### config.mk
export PLATFORM = sky130hd
export DESIGN_NAME = memory_cycle
export DESIGN_NICKNAME = d
export VERILOG_FILES = /design/src/rtl/memory_cycle_pkg.sv /design/src/rtl/memory_cycle_load_align.sv /design/src/rtl/memory_cycle.sv
export SDC_FILE = /design/constraint.sdc
export NUM_CORES = 1
export LEC_CHECK = 0
export CAP_MARGIN = 20
export CELL_PAD_IN_SITES_DETAIL_PLACEMENT = 1
export CELL_PAD_IN_SITES_GLOBAL_PLACEMENT = 2
export CORE_MARGIN = 2
export CORE_UTILIZATION = 20
export DETAILED_ROUTE_END_ITERATION = 8
export MAX_ROUTING_LAYER = met4
export PLACE_DENSITY_LB_ADDON = 0.1
export SYNTH_ARGS = -nofsm -noshare
export SYNTH_HDL_FRONTEND = slang
export SYNTH_SLANG_ARGS = --single-unit
### constraint.sdc
create_clock -name clk -period 2.35 [get_ports clk]
set_clock_uncertainty 0.1 [all_clocks]
set_input_delay 0.3525 -clock clk [delete_from_list [all_inputs] [get_ports clk]]
set_output_delay 0.3525 -clock clk [all_outputs]
set_load 0.005 [all_outputs]
### src/rtl/memory_cycle_pkg.sv
// Shared encodings for the memory stage: access-size codes, result-select codes, FSM states.
package memory_cycle_pkg;

  localparam int unsigned XLEN   = 32;
  localparam int unsigned REG_AW = 5;

  localparam logic [2:0] F3_B  = 3'b000;
  localparam logic [2:0] F3_H  = 3'b001;
  localparam logic [2:0] F3_W  = 3'b010;
  localparam logic [2:0] F3_BU = 3'b100;
  localparam logic [2:0] F3_HU = 3'b101;

  localparam logic [1:0] RS_LOAD = 2'b01;

  typedef enum logic {
    ST_IDLE = 1'b0,
    ST_WAIT = 1'b1
  } mem_state_e;

  // Size codes the stage actually implements; anything else is treated as no access.
  function automatic logic f3_supported(input logic [2:0] f3);
    return (f3 == F3_B) || (f3 == F3_H) || (f3 == F3_W) || (f3 == F3_BU) || (f3 == F3_HU);
  endfunction

  function automatic logic f3_misaligned(input logic [2:0] f3, input logic [1:0] off);
    case (f3[1:0])
      2'b01:   return off[0];
      2'b10:   return off != 2'b00;
      default: return 1'b0;
    endcase
  endfunction

endpackage

### src/rtl/memory_cycle_load_align.sv
// Selects the addressed byte/half/word out of a bus word and sign- or zero-extends it.
module load_align
  import memory_cycle_pkg::*;
(
  input  logic [XLEN-1:0] rdata,
  input  logic [1:0]      offset,
  input  logic [2:0]      funct3,
  output logic [XLEN-1:0] data
);

  logic [7:0]  byte_sel;
  logic [15:0] half_sel;

  always_comb begin
    byte_sel = 8'(rdata >> {offset, 3'b000});
    half_sel = 16'(rdata >> {offset[1], 4'b0000});
    case (funct3)
      F3_B:    data = {{24{byte_sel[7]}}, byte_sel};
      F3_BU:   data = {24'h000000, byte_sel};
      F3_H:    data = {{16{half_sel[15]}}, half_sel};
      F3_HU:   data = {16'h0000, half_sel};
      default: data = rdata;
    endcase
  end

endmodule

### src/rtl/memory_cycle.sv
// Pipeline memory stage: data-bus handshake with wait states, store strobes, load extraction, MEM/WB register.
module memory_cycle
  import memory_cycle_pkg::*;
(
  input  logic              clk,
  input  logic              rst,
  input  logic              RegWriteM,
  input  logic              MemWriteM,
  input  logic [1:0]        ResultSrcM,
  input  logic [REG_AW-1:0] RD_M,
  input  logic [XLEN-1:0]   ALU_ResultM,
  input  logic [XLEN-1:0]   WriteDataM,
  input  logic [XLEN-1:0]   PCPlus4M,
  input  logic [2:0]        Funct3M,
  output logic              dmem_req,
  output logic              dmem_we,
  output logic [XLEN-1:0]   dmem_addr,
  output logic [XLEN-1:0]   dmem_wdata,
  output logic [3:0]        dmem_wstrb,
  input  logic              dmem_ready,
  input  logic [XLEN-1:0]   dmem_rdata,
  output logic              RegWriteW,
  output logic [1:0]        ResultSrcW,
  output logic [REG_AW-1:0] RD_W,
  output logic [XLEN-1:0]   ALU_ResultW,
  output logic [XLEN-1:0]   ReadDataW,
  output logic [XLEN-1:0]   PCPlus4W,
  output logic              MisalignW,
  output logic              StallM
);

  mem_state_e      state, state_nxt;
  logic [1:0]      off;
  logic            access, mis, go;
  logic            req_c, stall_c;
  logic [XLEN-1:0] load_data;

  assign off    = ALU_ResultM[1:0];
  assign access = (MemWriteM || (ResultSrcM == RS_LOAD)) && f3_supported(Funct3M);
  assign mis    = access && f3_misaligned(Funct3M, off);
  assign go     = access && !mis;

  // Next state and bus request; WAIT relies on the frozen E/M register to keep the request stable.
  always_comb begin
    state_nxt = state;
    req_c     = 1'b0;
    case (state)
      ST_IDLE: begin
        req_c = go;
        if (go && !dmem_ready) state_nxt = ST_WAIT;
      end
      ST_WAIT: begin
        req_c = 1'b1;
        if (dmem_ready) state_nxt = ST_IDLE;
      end
      default: state_nxt = ST_IDLE;
    endcase
  end

  assign stall_c   = req_c && !dmem_ready;
  assign dmem_req  = req_c && rst;
  assign StallM    = stall_c && rst;
  assign dmem_we   = MemWriteM;
  assign dmem_addr = {ALU_ResultM[XLEN-1:2], 2'b00};

  // Store lane placement.
  always_comb begin
    dmem_wstrb = 4'b0000;
    dmem_wdata = WriteDataM;
    if (MemWriteM && access) begin
      case (Funct3M[1:0])
        2'b00: begin
          dmem_wstrb = 4'(4'b0001 << off);
          dmem_wdata = {4{WriteDataM[7:0]}};
        end
        2'b01: begin
          dmem_wstrb = 4'(4'b0011 << off);
          dmem_wdata = {2{WriteDataM[15:0]}};
        end
        default: dmem_wstrb = 4'b1111;
      endcase
    end
  end

  load_align u_load_align (
    .rdata  (dmem_rdata),
    .offset (off),
    .funct3 (Funct3M),
    .data   (load_data)
  );

  always_ff @(posedge clk or negedge rst) begin
    if (!rst) state <= ST_IDLE;
    else      state <= state_nxt;
  end

  // MEM/WB register: bubble while stalled, otherwise capture the stage outputs.
  always_ff @(posedge clk or negedge rst) begin
    if (!rst) begin
      RegWriteW   <= 1'b0;
      ResultSrcW  <= 2'b00;
      RD_W        <= '0;
      ALU_ResultW <= '0;
      ReadDataW   <= '0;
      PCPlus4W    <= '0;
      MisalignW   <= 1'b0;
    end else if (stall_c) begin
      RegWriteW <= 1'b0;
      MisalignW <= 1'b0;
    end else begin
      RegWriteW   <= RegWriteM && !mis;
      ResultSrcW  <= ResultSrcM;
      RD_W        <= RD_M;
      ALU_ResultW <= ALU_ResultM;
      ReadDataW   <= load_data;
      PCPlus4W    <= PCPlus4M;
      MisalignW   <= mis;
    end
  end

endmodule

# Word-level counts from Yosys, hierarchy flattened
# Index checks and enable logic that the tools add are counted.
[totals]
regBits = 106
input_bits = 143
[classes]
n_bitwise = 1
eq_ne = 7
n_reduce_logical = 19
shift = 4
muxes = 12
[op_table]
columns = ["operator", "count"]
rows = [
  ["$pmux 32 s4", 1],
  ["$pmux 32 s2", 1],
  ["$mux 32", 1],
  ["$shr 32x5->16", 1],
  ["$shr 32x5->8", 1],
  ["$logic_and 1x1->1", 9],
  ["$pmux 4 s2", 1],
  ["$eq 3x3->1 const B", 2],
  ["$pmux 1 s2", 3],
  ["$logic_or 1x1->1", 5],
  ["$eq 2x1->1 const B", 2],
  ["$mux 1", 4],
  ["$mux 4", 1],
  ["$shl 1x2->4 const A", 1],
  ["$shl 2x2->4 const A", 1],
  ["$eq 3x1->1 const B", 1],
  ["$eq 3x2->1 const B", 1],
  ["$logic_not 3->1", 1],
  ["$eq 2x2->1 const B", 1],
  ["$logic_not 1->1", 2],
  ["$logic_not 2->1", 1],
  ["$reduce_bool 2->1", 1],
  ["$not 1->1", 1],
]

# Depth between registers and ports, before layout
[depth]
ltp_word = 12
mapped_depth = 12
ltp_nobuf = 7

# Modules after synthesis
# A second synthesis with hierarchy kept.
[unflattened]
hier_cells = 691
hier_area_um2 = 6054.6
[modules_own_cells]
columns = ["module", "instances", "cells_per_inst", "area_each_um2", "seq_area_each_um2"]
rows = [
  ["memory_cycle", 1, 582, 5426.5, 2652.5],
  ["load_align", 1, 109, 628.1, 0.0],
]

# Least setup slack after synthesis
# OpenSTA, ideal clock, no wires.
[synth_timing]
kind = "input -> register"
from = "input Funct3M[1]"
to = "register PCPlus4W[20]"
path_slack_ps = -60
t_required_ps = 2125
setup_ps = 125
arrival_ps = 2185
stages = 12
path_cell_list = "inv_1 > ha_1 > buf_6 > or2_1 > clkbuf_2 > o22ai_4 > o21bai_4 > nor2b_4 > buf_6 > buf_6 > buf_6 > mux2_4"
[synth_via]
elab_chain_len = 11
word_cells_on_any_way = 18
classes_between = "eq/ne: 6; mux: 2; reduce/logical: 10"
[synth_rtl]
columns = ["element", "line", "rtl"]
rows = [
  ["start: declaration", "memory_cycle.sv:14", "input logic [2:0] Funct3M,"],
  ["$eq 3x1->1 / $logic_not 3->1 (equally long branches)", "memory_cycle_pkg.sv:22", "return (f3 == F3_B) || (f3 == F3_H) || (f3 == F3_W) || (f3 == F3_BU) || (f3 == F3_HU);"],
  ["$logic_or 1x1->1 (4 in series)", "memory_cycle_pkg.sv:22", ""],
  ["$logic_and 1x1->1", "memory_cycle.sv:39", "assign access = (MemWriteM || (ResultSrcM == RS_LOAD)) && f3_supported(Funct3M);"],
  ["$logic_and 1x1->1", "memory_cycle.sv:40", "assign mis = access && f3_misaligned(Funct3M, off);"],
  ["$logic_not 1->1", "memory_cycle.sv:41", "assign go = access && !mis;"],
  ["$logic_and 1x1->1 (*)", "memory_cycle.sv:41", ""],
  ["$pmux 1 s2 (*)", "memory_cycle.sv:47", "case (state)"],
  ["$logic_and 1x1->1 (*)", "memory_cycle.sv:60", "assign stall_c = req_c && !dmem_ready;"],
  ["end signal: assignment", "memory_cycle.sv:116", "PCPlus4W <= PCPlus4M;"],
  ["end: declaration", "memory_cycle.sv:27", "output logic [XLEN-1:0] PCPlus4W,"],
]
# Every way passes the cells marked *; elsewhere a longest branch is shown, timed or not.
# A chain may end at the register's enable or synchronous reset.

# Worst setup path in the final report
[layout_timing]
from = "input Funct3M[1]"
to = "output dmem_req"
[layout_via]
elab_chain_len = 11
word_cells_on_any_way = 18
classes_between = "eq/ne: 6; mux: 2; reduce/logical: 10"
[layout_rtl]
columns = ["element", "line", "rtl"]
rows = [
  ["$eq 3x1->1 / $logic_not 3->1 (equally long branches)", "memory_cycle_pkg.sv:22", ""],
  ["$logic_or 1x1->1 (4 in series)", "memory_cycle_pkg.sv:22", ""],
  ["$logic_and 1x1->1", "memory_cycle.sv:39", ""],
  ["$logic_and 1x1->1", "memory_cycle.sv:40", ""],
  ["$logic_not 1->1", "memory_cycle.sv:41", ""],
  ["$logic_and 1x1->1 (*)", "memory_cycle.sv:41", ""],
  ["$pmux 1 s2 (*)", "memory_cycle.sv:47", ""],
  ["$logic_and 1x1->1 (*)", "memory_cycle.sv:61", "assign dmem_req = req_c && rst;"],
  ["end: declaration", "memory_cycle.sv:15", "output logic dmem_req,"],
]
# Marks and branches as above.

==> impl_metrics.toml <==
[clock_network]
cts_max_level = 3
cts_tree = "built"
cts_buffer_depth = 2
path_clk_slew_ps = 80
cts.sinks = 106
cts_buffers = 9
cts-root-buf = "clkbuf_16"
cts_hold_buf = 0
clk_latency_ps = 350

[power_and_ir_drop]
p_leak_nw = 3.95
p_total_w = 0.00556
ir_drop_mv = 0.297
p_per_area_nw_per_um2 = 584

[placement]
gp_congestion = 0.801
place_hpwl_um = 16300
numPortBuffers = 316
pre_cts_ws_ps = -1090

[timing]
finalMaxSlewViolations = 0
finalCriticalPeriod_ps = 2330
worst_pin_slew_ps = 764
fin_ws_ps = 23.5
fmax_ghz = 0.430
rsz0062_at_grt = "yes"
period_share = 0.990
maxSlewHeadroom = 0.491
setup_viol = 0
hold_violations = 0

[worst_setup_path]
cp_max_fo = 6
reg2reg_depth = 6
cp-end-kind = "primary output"
cp_data_required_time_ps = 1900
critPathCapture = "dmem_req"
reg2reg_slack_ps = 590
crit_type = "input port to primary output"
timing.rr.start = "state$_DFF_PN0_"
cp_data_arrival_time_ps = 1870
crit_start = "Funct3M[1]"
r2r_end = "ReadDataW[31]$_DFFE_PN0N_"
worstSetupStartpointType = "input port"

[run_status]
status = "completed"

[yosys]
yosys_warnings = 0
synthArstFlopShare = 1.00
synth_seq_cells = 106
seq_area_frac_synth = 0.480
synth_area_um2 = 5530
syn_inst = 450
synth-main-ff-cell = "dfrtp_1"
synthDistinctLibCells = 36
synth-edff-count = 0
syn_avg_cell_area_um2 = 12.3

[detailed_routing]
vias = 4650
first_pass_iters = 6
wl_per_cell_um = 19.1
ant_nets = 0
wirelength_um = 21100
drt_iter0_markers = 167
avgViaCountPerCell = 4.20
drc = 0

[hold_path]
hp-class = "input port to asynchronous set/reset pin"

[grt]
grt_pass1_vias = 5148
grt.total_usage = 0.147
overflow = 0
antenna_found_initial = 3
grt_max_degree = 55
grt_pass1_wl_um = 31500

[die]
rows = 60
die_h_um = 170
dieArea_um2 = 29000
fp.coreArea_um2 = 27000
start_util = 0.205
die_w_um = 170
io_pins = 319

[finish]
drive_gt1_frac = 0.255
nNetsFinal = 904
n_fill_cell = 2905
area_delta_synth_final_pct = 72.4

[run]
drv_cap = 0
-- cell usage after synthesis, types with 2 or more instances --
| library cell | count | area share |
|---|---|---|
| a21oi_1 | 36 | 0.033 |
| a22o_1 | 24 | 0.038 |
| and2_1 | 4 | 0.0045 |
| buf_1 | 3 | 0.0020 |
| buf_2 | 9 | 0.0081 |
| buf_4 | 41 | 0.056 |
| buf_6 | 6 | 0.012 |
| clkbuf_1 | 11 | 0.0075 |
| dfrtp_1 | 106 | 0.48 |
| ha_1 | 4 | 0.0091 |
| inv_1 | 3 | 0.0020 |
| mux2_2 | 75 | 0.15 |
| mux2_4 | 28 | 0.076 |
| mux2i_1 | 10 | 0.018 |
| nand2_1 | 4 | 0.0027 |
| nand3b_1 | 8 | 0.011 |
| nor2_1 | 21 | 0.014 |
| nor2b_1 | 13 | 0.015 |
| o21ai_0 | 12 | 0.011 |
| o22ai_1 | 9 | 0.010 |
| o2bb2ai_1 | 7 | 0.011 |
| or2_2 | 2 | 0.0023 |
-- power breakdown --
| part | internal [W] | leakage [nW] | total [W] | switching [W] |
|---|---|---|---|---|
| registers | 0.00205 | 1.26 | 0.00217 | 0.000120 |
| clock network | 0.000859 | 0.153 | 0.00165 | 0.000787 |
| logic | 0.00112 | 2.53 | 0.00175 | 0.000624 |
| total | 0.00403 | 3.95 | 0.00556 | 0.00153 |
-- cell families after synthesis --
| kind of cell | after synthesis | synth area share |
|---|---|---|
| other cells | 1 | 0.000678 |
| simple gates | 57 | 0.0561 |
| mux | 114 | 0.251 |
| compound gates | 94 | 0.115 |
| buf+inv | 74 | 0.0885 |
| fa+ha+maj | 4 | 0.00905 |
| flops | 106 | 0.480 |
-- layout make-up --
type,instances,area (um2),share of cell area
Antenna cell,3,7.51,0.000788
Clock buffer,10,229,0.0240
Clock inverter,6,81.3,0.00853
Inverter,3,16.3,0.00171
Multi-Input combinational cell,271,2470,0.259
Sequential cell,106,2650,0.278
Tap cell,341,427,0.0448
Timing Repair Buffer,366,3640,0.382
-- state kept, by name, indices dropped and copies added (netlist names) --
name and count:
ALU_ResultW 32, MisalignW 1, PCPlus4W 32, RD_W 5, ReadDataW 32, RegWriteW 1, ResultSrcW 2, state 1
-- routing by layer --
metal,global-route usage,vias to the layer above,share of wire
li1,-,2173,-
met1,0.183,2281,0.45
met2,0.234,185,0.47
met3,0.0453,11,0.078
met4,0.0316,0,0.0084
met5,-,-,0
-- critical path: stages --
cell	delay (ps)
buf_6	100
inv_4	50
ha_4	160
or2_4	260
buf_6	140
o22ai_4	210
o21bai_4	80
and2_4	150
buf_4	120
dlygate4sd2_1	250
-- per-stage QoR --
step,area [um2],setup TNS [ps],hold slack [ps],std cells,utilization
5_1_grt,9530,-1350,84.1,1106,0.353
3_5_place_dp,9050,-95840,393,1080,0.335
4_1_cts,9450,0,52.2,1100,0.350
3_3_place_gp,9050,-88070,387,1080,0.335
2_1_floorplan,5560,0,-43.1,451,-
6_report,9530,0,23.4,1106,0.353
-- placed cells by master, fill, tap and decap left out, types with 2 or more instances in the layout --
cell | netlist | final
a21oi_1 | 36 | 36
a22o_1 | 24 | 24
and2_1 | 4 | 3
buf_12 | 0 | 7
buf_4 | 41 | 37
buf_6 | 6 | 5
buf_8 | 0 | 3
clkbuf_16 | 0 | 10
clkdlybuf4s50_1 | 0 | 281
conb_1 | 1 | 2
dfrtp_1 | 106 | 106
diode_2 | 0 | 3
dlygate4sd2_1 | 0 | 30
ha_4 | 0 | 3
inv_4 | 0 | 2
inv_8 | 0 | 3
mux2_2 | 75 | 75
mux2_4 | 28 | 28
mux2i_1 | 10 | 10
nand2_1 | 4 | 2
nand2_2 | 0 | 2
nand3b_1 | 8 | 8
nor2_1 | 21 | 20
nor2b_1 | 13 | 10
nor2b_2 | 0 | 2
nor2b_4 | 1 | 2
o21ai_0 | 12 | 10
o21ai_1 | 1 | 2
o22ai_1 | 9 | 9
o2bb2ai_1 | 7 | 7
or2_2 | 2 | 2
-- worst min path at each step --
| stage | slack, ps | to | depth (start not counted) | start |
|---|---|---|---|---|
| global route | 80 | PCPlus4W[15]$_DFFE_PN0N_ | 2 | rst |
| finish | 20 | PCPlus4W[15]$_DFFE_PN0N_ | 2 | rst |
| global placement | 390 | PCPlus4W[3]$_DFFE_PN0N_ | 1 | PCPlus4W[3]$_DFFE_PN0N_ |
| detailed placement | 390 | PCPlus4W[3]$_DFFE_PN0N_ | 1 | PCPlus4W[3]$_DFFE_PN0N_ |
| CTS | 50 | ALU_ResultW[24]$_DFFE_PN0N_ | 2 | rst |
| floorplan | -40 | ALU_ResultW[0]$_DFFE_PN0N_ | 0 | rst |
-- what timing repair did --
item | CTS | global route
pin swaps | 6 | 2
resized for setup | 68 | 7
setup buffers | 4 | 2
endpoints found under the setup margin | 135 | 105
cloned | 0 | 1
Note: power is estimated with default switching activity, not from simulation.
